===== config.mk =====
export PLATFORM = sky130hd
export DESIGN_NAME = toggle_monitor_asg
export DESIGN_NICKNAME = d
export VERILOG_FILES = /design/src/rtl/toggle_monitor_asg_pkg.sv /design/src/rtl/tgl_cnt_cell_asg.sv /design/src/rtl/toggle_monitor_asg.sv
export SDC_FILE = /design/constraint.sdc
export NUM_CORES = 1
export LEC_CHECK = 0
export ABC_AREA = 1
export CAP_MARGIN = 20
export CORE_MARGIN = 3
export CORE_UTILIZATION = 58
export CTS_BUF_LIST = sky130_fd_sc_hd__clkbuf_16
export DETAILED_ROUTE_END_ITERATION = 16
export GPL_TIMING_DRIVEN = 0
export PLACE_DENSITY = 0.82
export REMOVE_ABC_BUFFERS = 1
export SLEW_MARGIN = 0
export SYNTH_ARGS = -nofsm -noshare
export SYNTH_HDL_FRONTEND = slang
export SYNTH_SLANG_ARGS = --single-unit
export TNS_END_PERCENT = 50

===== constraint.sdc =====
create_clock -name CP -period 2.98 [get_ports CP]
set_clock_uncertainty 0.15 [all_clocks]
set_input_delay 0.298 -clock CP [delete_from_list [all_inputs] [get_ports CP]]
set_output_delay 0.298 -clock CP [all_outputs]
set_load 0.02 [all_outputs]

===== src/rtl/toggle_monitor_asg_pkg.sv =====
// Shared types and helpers for the asg toggle monitor: FSM state encoding,
// index-width helper and saturating arithmetic used by the per-net counters.
package toggle_monitor_asg_pkg;

  typedef enum logic [1:0] {
    ST_IDLE  = 2'd0,
    ST_COUNT = 2'd1,
    ST_DRAIN = 2'd2
  } state_t;

  function automatic int idx_width(input int n);
    return (n < 2) ? 1 : $clog2(n);
  endfunction

  // Widths up to 32 bits; the limit is computed in 33 bits so w=32 works.
  function automatic logic [31:0] sat_inc(input logic [31:0] v, input int w);
    logic [32:0] lim;
    lim = (33'd1 << w) - 33'd1;
    if ({1'b0, v} >= lim) return lim[31:0];
    return v + 32'd1;
  endfunction

  function automatic logic [31:0] sat_add(input logic [31:0] a, input logic [31:0] b,
                                          input int w);
    logic [32:0] lim;
    logic [32:0] sum;
    lim = (33'd1 << w) - 33'd1;
    sum = {1'b0, a} + {1'b0, b};
    return (sum >= lim) ? lim[31:0] : sum[31:0];
  endfunction

endpackage


===== src/rtl/tgl_cnt_cell_asg.sv =====
// Per-net edge detector with saturating toggle counter(s).
// With ASG_TGL_SPLIT_EN defined, rise and fall are counted separately.
module tgl_cnt_cell_asg
  import toggle_monitor_asg_pkg::*;
#(
  parameter int CNT_W = 16
) (
  input  logic             i_cp,
  input  logic             i_cdn,
  input  logic             i_sample,
  input  logic             i_clear,
  input  logic             i_en,
  input  logic             i_net,
`ifdef ASG_TGL_SPLIT_EN
  output logic [CNT_W-1:0] o_rise,
`endif
  output logic [CNT_W-1:0] o_cnt
);

  logic r_prev;

  always_ff @(posedge i_cp or negedge i_cdn) begin
    if (!i_cdn) begin
      r_prev <= 1'b0;
    end else if (i_sample) begin
      r_prev <= i_net;
    end
  end

`ifdef ASG_TGL_SPLIT_EN
  logic [CNT_W-1:0] r_rise;
  logic [CNT_W-1:0] r_fall;
  logic             w_rise;
  logic             w_fall;

  assign w_rise = i_en & i_net & ~r_prev;
  assign w_fall = i_en & ~i_net & r_prev;

  always_ff @(posedge i_cp or negedge i_cdn) begin
    if (!i_cdn) begin
      r_rise <= '0;
      r_fall <= '0;
    end else if (i_clear) begin
      r_rise <= '0;
      r_fall <= '0;
    end else begin
      if (w_rise) r_rise <= CNT_W'(sat_inc(32'(r_rise), CNT_W));
      if (w_fall) r_fall <= CNT_W'(sat_inc(32'(r_fall), CNT_W));
    end
  end

  assign o_rise = r_rise;
  assign o_cnt  = CNT_W'(sat_add(32'(r_rise), 32'(r_fall), CNT_W));
`else
  logic [CNT_W-1:0] r_cnt;
  logic             w_toggle;

  assign w_toggle = i_en & (i_net ^ r_prev);

  always_ff @(posedge i_cp or negedge i_cdn) begin
    if (!i_cdn) begin
      r_cnt <= '0;
    end else if (i_clear) begin
      r_cnt <= '0;
    end else if (w_toggle) begin
      r_cnt <= CNT_W'(sat_inc(32'(r_cnt), CNT_W));
    end
  end

  assign o_cnt = r_cnt;
`endif

endmodule


===== src/rtl/toggle_monitor_asg.sv =====
// Switching-activity monitor: counts per-net toggles over a window of CP cycles,
// then drains counts over a valid/ready port. Optional macro: ASG_TGL_SPLIT_EN.
//
// Read handshake: a word (RD_IDX, RD_CNT) is offered while RD_VALID=1 and is
// held unchanged until the rising CP edge where RD_VALID && RD_READY; RD_VALID
// never depends combinationally on RD_READY.
module toggle_monitor_asg
  import toggle_monitor_asg_pkg::*;
#(
  parameter  int NUM_NETS = 8,
  parameter  int CNT_W    = 16,
  parameter  int WIN_W    = 16,
  localparam int IDX_W    = idx_width(NUM_NETS)
) (
  input  logic                CP,
  input  logic                CDN,
  input  logic [NUM_NETS-1:0] NETS,
  input  logic                START,
  input  logic [WIN_W-1:0]    WIN_LEN,
  output logic                BUSY,
  output logic                DONE,
  output logic                RD_VALID,
  input  logic                RD_READY,
  output logic [IDX_W-1:0]    RD_IDX,
  output logic [CNT_W-1:0]    RD_CNT,
`ifdef ASG_TGL_SPLIT_EN
  output logic [CNT_W-1:0]    RD_RISE,
`endif
  output state_t              DBG_STATE
);

  state_t           r_state;
  logic [WIN_W-1:0] r_remaining;
  logic [IDX_W-1:0] r_idx;
  logic             r_done;

  logic             w_start_idle;
  logic             w_win_zero;
  logic             w_sample;
  logic             w_en;
  logic             w_last_idx;
  logic [CNT_W-1:0] w_cnt [NUM_NETS];

  assign w_start_idle = (r_state == ST_IDLE) && START;
  assign w_win_zero   = (WIN_LEN == '0);
  // The START-cycle sample is the reference for the first compare.
  assign w_sample     = (w_start_idle && !w_win_zero) || (r_state == ST_COUNT);
  assign w_en         = (r_state == ST_COUNT);
  assign w_last_idx   = (r_idx == IDX_W'(NUM_NETS - 1));

`ifdef ASG_TGL_SPLIT_EN
  logic [CNT_W-1:0] w_rise [NUM_NETS];
`endif

  for (genvar g = 0; g < NUM_NETS; g++) begin : g_cell
    tgl_cnt_cell_asg #(
      .CNT_W(CNT_W)
    ) u_cell (
      .i_cp    (CP),
      .i_cdn   (CDN),
      .i_sample(w_sample),
      .i_clear (w_start_idle),
      .i_en    (w_en),
      .i_net   (NETS[g]),
`ifdef ASG_TGL_SPLIT_EN
      .o_rise  (w_rise[g]),
`endif
      .o_cnt   (w_cnt[g])
    );
  end

  always_ff @(posedge CP or negedge CDN) begin
    if (!CDN) begin
      r_state     <= ST_IDLE;
      r_remaining <= '0;
      r_idx       <= '0;
      r_done      <= 1'b0;
    end else begin
      r_done <= 1'b0;
      case (r_state)
        ST_IDLE: begin
          if (START) begin
            r_idx <= '0;
            if (w_win_zero) begin
              r_state <= ST_DRAIN;
            end else begin
              r_remaining <= WIN_LEN;
              r_state     <= ST_COUNT;
            end
          end
        end
        ST_COUNT: begin
          r_remaining <= r_remaining - WIN_W'(1);
          if (r_remaining == WIN_W'(1)) begin
            r_idx   <= '0;
            r_state <= ST_DRAIN;
          end
        end
        ST_DRAIN: begin
          if (RD_READY) begin
            if (w_last_idx) begin
              r_idx   <= '0;
              r_done  <= 1'b1;
              r_state <= ST_IDLE;
            end else begin
              r_idx <= r_idx + IDX_W'(1);
            end
          end
        end
        default: r_state <= ST_IDLE;
      endcase
    end
  end

  assign BUSY      = (r_state != ST_IDLE);
  assign RD_VALID  = (r_state == ST_DRAIN);
  assign RD_IDX    = r_idx;
  assign RD_CNT    = RD_VALID ? w_cnt[r_idx] : '0;
  assign DONE      = r_done;
  assign DBG_STATE = r_state;
`ifdef ASG_TGL_SPLIT_EN
  assign RD_RISE   = RD_VALID ? w_rise[r_idx] : '0;
`endif

endmodule


Word level (Yosys, flattened, before mapping) --
Index checks and enable logic that the tools add are counted. W data, S select, Z words.
Word-level totals: input bits 28, word-level logic and storage cells 162, output and inout bits 24, register bits 158
Cells by class: equal/unequal tests 9, muxes and demuxes 77, magnitude comparators 9, bitwise logic cells 17, reduce and logical (&&, ||, !) cells 20, add/sub/neg operators 10
Operator list (count):
- $mux W16 | 37
- $add A16 B1 Y16 const B | 8
- $ge A16 B16 Y1 const B | 8
- $bmux W16 S3 | 1
- $pmux W16 S2 | 1
- $mux W1 | 27
- $reduce_bool A2 Y1 | 10
- $eq A16 B1 Y1 const B | 1
- $logic_not A16 Y1 | 1
- $sub A16 B1 Y16 const B | 1
- $mux W3 | 4
- $mux W2 | 5
- $pmux W3 S3 | 1
- $and A1 B1 Y1 | 8
- $reduce_and A4 Y1 | 2
- $xor A1 B1 Y1 | 8
- $ne A2 B2 Y1 const B | 3
- $pmux W2 S3 | 1
- $ge A4 B4 Y1 const B | 1
- $ne A2 B1 Y1 const B | 2
- $not A3 Y4 | 1
- $add A3 B1 Y3 const B | 1
- $eq A3 B3 Y1 const B | 1
- $reduce_and A3 Y1 | 1
- 7 further kinds | 8

Logic depth before layout (Yosys ltp) --
word-level depth 7, gate-level depth with buffers 12, mapped depth without buffers 10

Modules after synthesis --
A second synthesis with hierarchy kept.
Second synthesis, totals: cells, all modules 1812, area total of the unflattened synthesis 12044.1 um^2
Modules (own cells, without submodules):
- tgl_cnt_cell_asg | seq. area each 425.4 um^2, cells an instance 165, times used 8, area each 1156.1 um^2
- toggle_monitor_asg | seq. area each 550.5 um^2, cells an instance 492, times used 1, area each 2795.2 um^2

Worst setup path after synthesis --
No wires, ideal clock.
path kind flip-flop to output port, start register r_idx[0], in the netlist RD_IDX[0], end output port RD_CNT[14], path slack 0.930 ns, path buffers 3, cell stages (with the launch flop) 10, arrival 1.602 ns, required time 2.532 ns, cell sequence dfrtp_1 > buf_4 > inv_2 > buf_6 > buf_6 > a21oi_2 > o21ai_1 > nand3_1 > nand2_1 > a21oi_1
On the way: cells in the longest elaborated chain, start to end 5
RTL lines:
- from (decl) | RTL line toggle_monitor_asg.sv:34 | logic [IDX_W-1:0] r_idx;
- from (signal assigned) | RTL line toggle_monitor_asg.sv:106 | r_idx <= r_idx + IDX_W'(1);
- $not A3 Y4 (implied by the code) | RTL line toggle_monitor_asg.sv:118 | assign RD_CNT = RD_VALID ? w_cnt[r_idx] : '0;
- $bmux W16 S3 | RTL line toggle_monitor_asg.sv:118
- $mux W16 (implied by the code) (2 in a row) | RTL line toggle_monitor_asg.sv:118
- $mux W16 | RTL line toggle_monitor_asg.sv:118
- to (decl) | RTL line toggle_monitor_asg.sv:25 | output logic [CNT_W-1:0] RD_CNT,
Every way passes these cells. The select of a mux whose other input is x is not followed.

Worst setup path in the final report --
start register r_state[1], in the netlist DBG_STATE[1], end output port RD_CNT[8]
On the way: cells in the longest elaborated chain, start to end 2
RTL lines:
- from (decl) | RTL line toggle_monitor_asg.sv:32 | state_t r_state;
- from (signal assigned) | RTL line toggle_monitor_asg.sv:74 | r_state <= ST_IDLE;
- from (signal assigned) | RTL line toggle_monitor_asg.sv:85 | r_state <= ST_DRAIN;
- from (signal assigned) | RTL line toggle_monitor_asg.sv:88 | r_state <= ST_COUNT;
- $eq A2 B2 Y1 | RTL line toggle_monitor_asg.sv:116 | assign RD_VALID = (r_state == ST_DRAIN);
- $mux W16 | RTL line toggle_monitor_asg.sv:118
Every way passes these cells.

==> reports/results.txt <==
cells after synthesis -> 1786
vias per inst -> 5.69
clock net sink count -> 158
Final setup viols -> 0
vias post-DR -> 11854
#FFs+latches synth -> 158
Tot GR Track Use -> 0.292
Die Wd -> 147 um
Overflow after GRT -> 0
critical path required time -> 2.53 ns
Max Buffers Root-to-Sink -> 2
Comb power frac -> 0.201
PwrDens -> 514 nW/um2
core area -> 19100 um2
setup ws final -> 0.103 ns
DRC -> 0
Hold Crit Class -> in2async
Mapped Area -> 11500 um2
crit path cell chain -> nand2_1 -> clkinv_2 -> nand2_1 -> a21oi_1 -> clkdlybuf4s50_1
die height -> 147 um
vias in the first global route -> 10833
crit path kind -> reg2out
synth top area cells -> dfrtp_1 34%, nand2_1 20%, nand3_1 7.5%
largest net degree at the start of global routing -> 110
Synth cell types -> 38
Worst-path clk slew -> 0.06 ns
Yosys top cell area share -> 0.343
RSZ-0062 raised after global routing -> false
Final nets -> 1851
Synth area leader -> dfrtp_1
CP max FO -> 18
Worst path top cell family by delay -> buffers and inverters
final hold viol count -> 0
total wire length -> 31400 um
max_cap viols -> 0
dpl cell area -> 12200 um2
fraction of final layout cells sized beyond drive strength 1 -> 0.0554
Iter 0 DRT Violations -> 1074
most used cell, CP -> nand2_1
register area share after synthesis -> 0.343
Final Cycle Share -> 0.966
relative slew slack -> 0.582
worst skew pair latency -> 0.44 ns
VDD IR-drop max -> 0.000350 V
Synth Flop Type -> dfrtp_1
outcome -> complete, no violations
post-route cell area -> 12800 um2
antenna viol nets, final -> 0
Num CTS Buffers -> 17
drt first pass iters -> 7
Port Buf Inserts -> 51
reg2reg setup slack -> 0.58 ns
crit end category -> primary output
antenna violations before repair -> 1
Seq pwr share -> 0.444
Setup TNS -> 0 ns
clock power share -> 0.355
post-layout min period -> 2.88 ns
CTS Root Cell -> clkbuf_16
initial core utilization -> 0.604
worst path arrival time -> 2.43 ns
CP peak stage delay -> 0.64 ns
Ant. Diodes -> 0
Wirelength per Cell -> 15.1 um
first-pass GRT wire length -> 52400 um
Buf+Inv Stages, Crit Path -> 2
pre-CTS WS -> -0.343 ns
# rows -> 50
Fin Hold WS -> 0.207 ns
Slew @ Worst Pin -> 0.626 ns
Final Non-Filler Cells -> 2084
Fmax -> 0.348 GHz
Die ar. -> 21600 um2
gpl congestion -> 0.959
Area growth syn-to-layout -> 11.5%
Post-synth EDFFs -> 0
CP max-delay cell -> clkdlybuf4s50_1
syn_area_per_cell -> 6.45 um2
ys async rst share -> 1.00
Pint -> 4.32 mW
CTS tree -> done
CP startpoint kind -> flip-flop
leakage power -> 5.97 nW
NetSw -> 2.29 mW
dpl hpwl -> 22100 um
final slew viol count -> 0
Switching Share -> 0.347
I/O Pins -> 52
synth warn -> 0
Inst Count DP -> 2048
number of H-tree levels -> 4
-- power groups by stage --
stage                     clock network, mW  registers [mW]  logic [mW]
after detailed placement                  0            2.95        1.29
final                                  2.35            2.93        1.33
after CTS                              2.38            2.92        1.31
after floorplan                           0            2.83       0.959
after global placement                    0            2.94        1.23
after global routing                   2.47            2.99        1.52
-- state kept, by name, summed over array words and instances, names as in the netlist --
register              count
g_cell.u_cell.o_cnt     128
r_remaining              16
g_cell.u_cell.r_prev      8
RD_IDX                    3
DBG_STATE                 2
DONE                      1
-- through the flow --
stage | util | power [mW]
after floorplan | - | 3.79
after global placement | 0.632 | 4.16
after detailed placement | 0.637 | 4.24
after CTS | 0.672 | 6.61
after global routing | 0.673 | 6.99
final | 0.673 | 6.61
-- layout make-up --
class	count	area [um2]
Clock buffer	17	425
Clock inverter	15	194
Fill cell	1681	6230
Inverter	182	704
Multi-Input combinational cell	1393	6570
Sequential cell	158	3960
Tap cell	260	325
Timing Repair Buffer	59	666
-- worst paths after layout --
kind,from,to,cells after the start
max in group asynchronous,CDN,g_cell[0].u_cell.o_cnt[14]$_DFFE_PN0P_,3
min reg2reg,g_cell[6].u_cell.o_cnt[15]$_DFFE_PN0P_,g_cell[6].u_cell.o_cnt[15]$_DFFE_PN0P_,2
min in group CP,NETS[5],g_cell[5].u_cell.r_prev$_DFFE_PN0P_,3
min,CDN,g_cell[5].u_cell.o_cnt[13]$_DFFE_PN0P_,2
max reg2reg,DBG_STATE[1]$_DFFE_PN0P_,g_cell[2].u_cell.o_cnt[11]$_DFFE_PN0P_,6
max,DBG_STATE[1]$_DFFE_PN0P_,RD_CNT[8],5
-- placed cells by master (no fill, tap or decap), drive strengths merged --
cell type	Yosys	layout
bufinv	0	3
xnor2	12	12
dlymetal6s2s	0	7
ha	12	12
nand3b	4	4
dlygate4sd3	0	1
nor2	181	181
nand2	633	633
clkdlybuf4s50	0	35
dlygate4sd2	0	8
buf	38	8
xor2	42	42
o31ai	1	1
nor3	11	11
o22ai	1	1
clkinvlp	0	1
clkbuf	15	17
clkinv	1	2
o21ai	182	182
inv	181	191
nand4	48	48
dfrtp	158	158
nand3	173	173
or2	2	2
o211ai	11	11
a21oi	80	80
-- cells in the mapped netlist (all sizes together) (12+ instances only) --
library cell	number
o21ai	182
xnor2	12
clkbuf	15
nand3	173
a21oi	80
ha	12
dfrtp	158
xor2	42
nor2	181
inv	181
nand4	48
buf	38
nand2	633
-- logic make-up (layout without fill, tap and decap cells) --
family	Yosys count	count (layout)	share of synthesized area
AO/OA/AOI/OAI	275	275	0.123
XOR/XNOR	54	54	0.0411
adder cells (fa/ha/maj)	12	12	0.0130
buffers and inverters	235	273	0.0861
flip-flops	158	158	0.343
AND/OR/NAND/NOR	1052	1052	0.393
-- timing repair --
action	CTS	global route
setup buffers	3	0
gates resized for setup	17	7
endpoints found under the hold margin	49	0
gates cloned	0	0
endpoints found under the setup margin	16	7
hold buffers	1	0
-- metal layers --
layer  vias to the layer above  routed length, um  track usage
li1                       5827                  -            -
met1                      5503              13700        0.402
met2                       473              14600        0.474
met3                        49               2520       0.0540
met4                         2                650       0.0848
met5                         -                  8            0
Power figures use the tool's default switching activity.
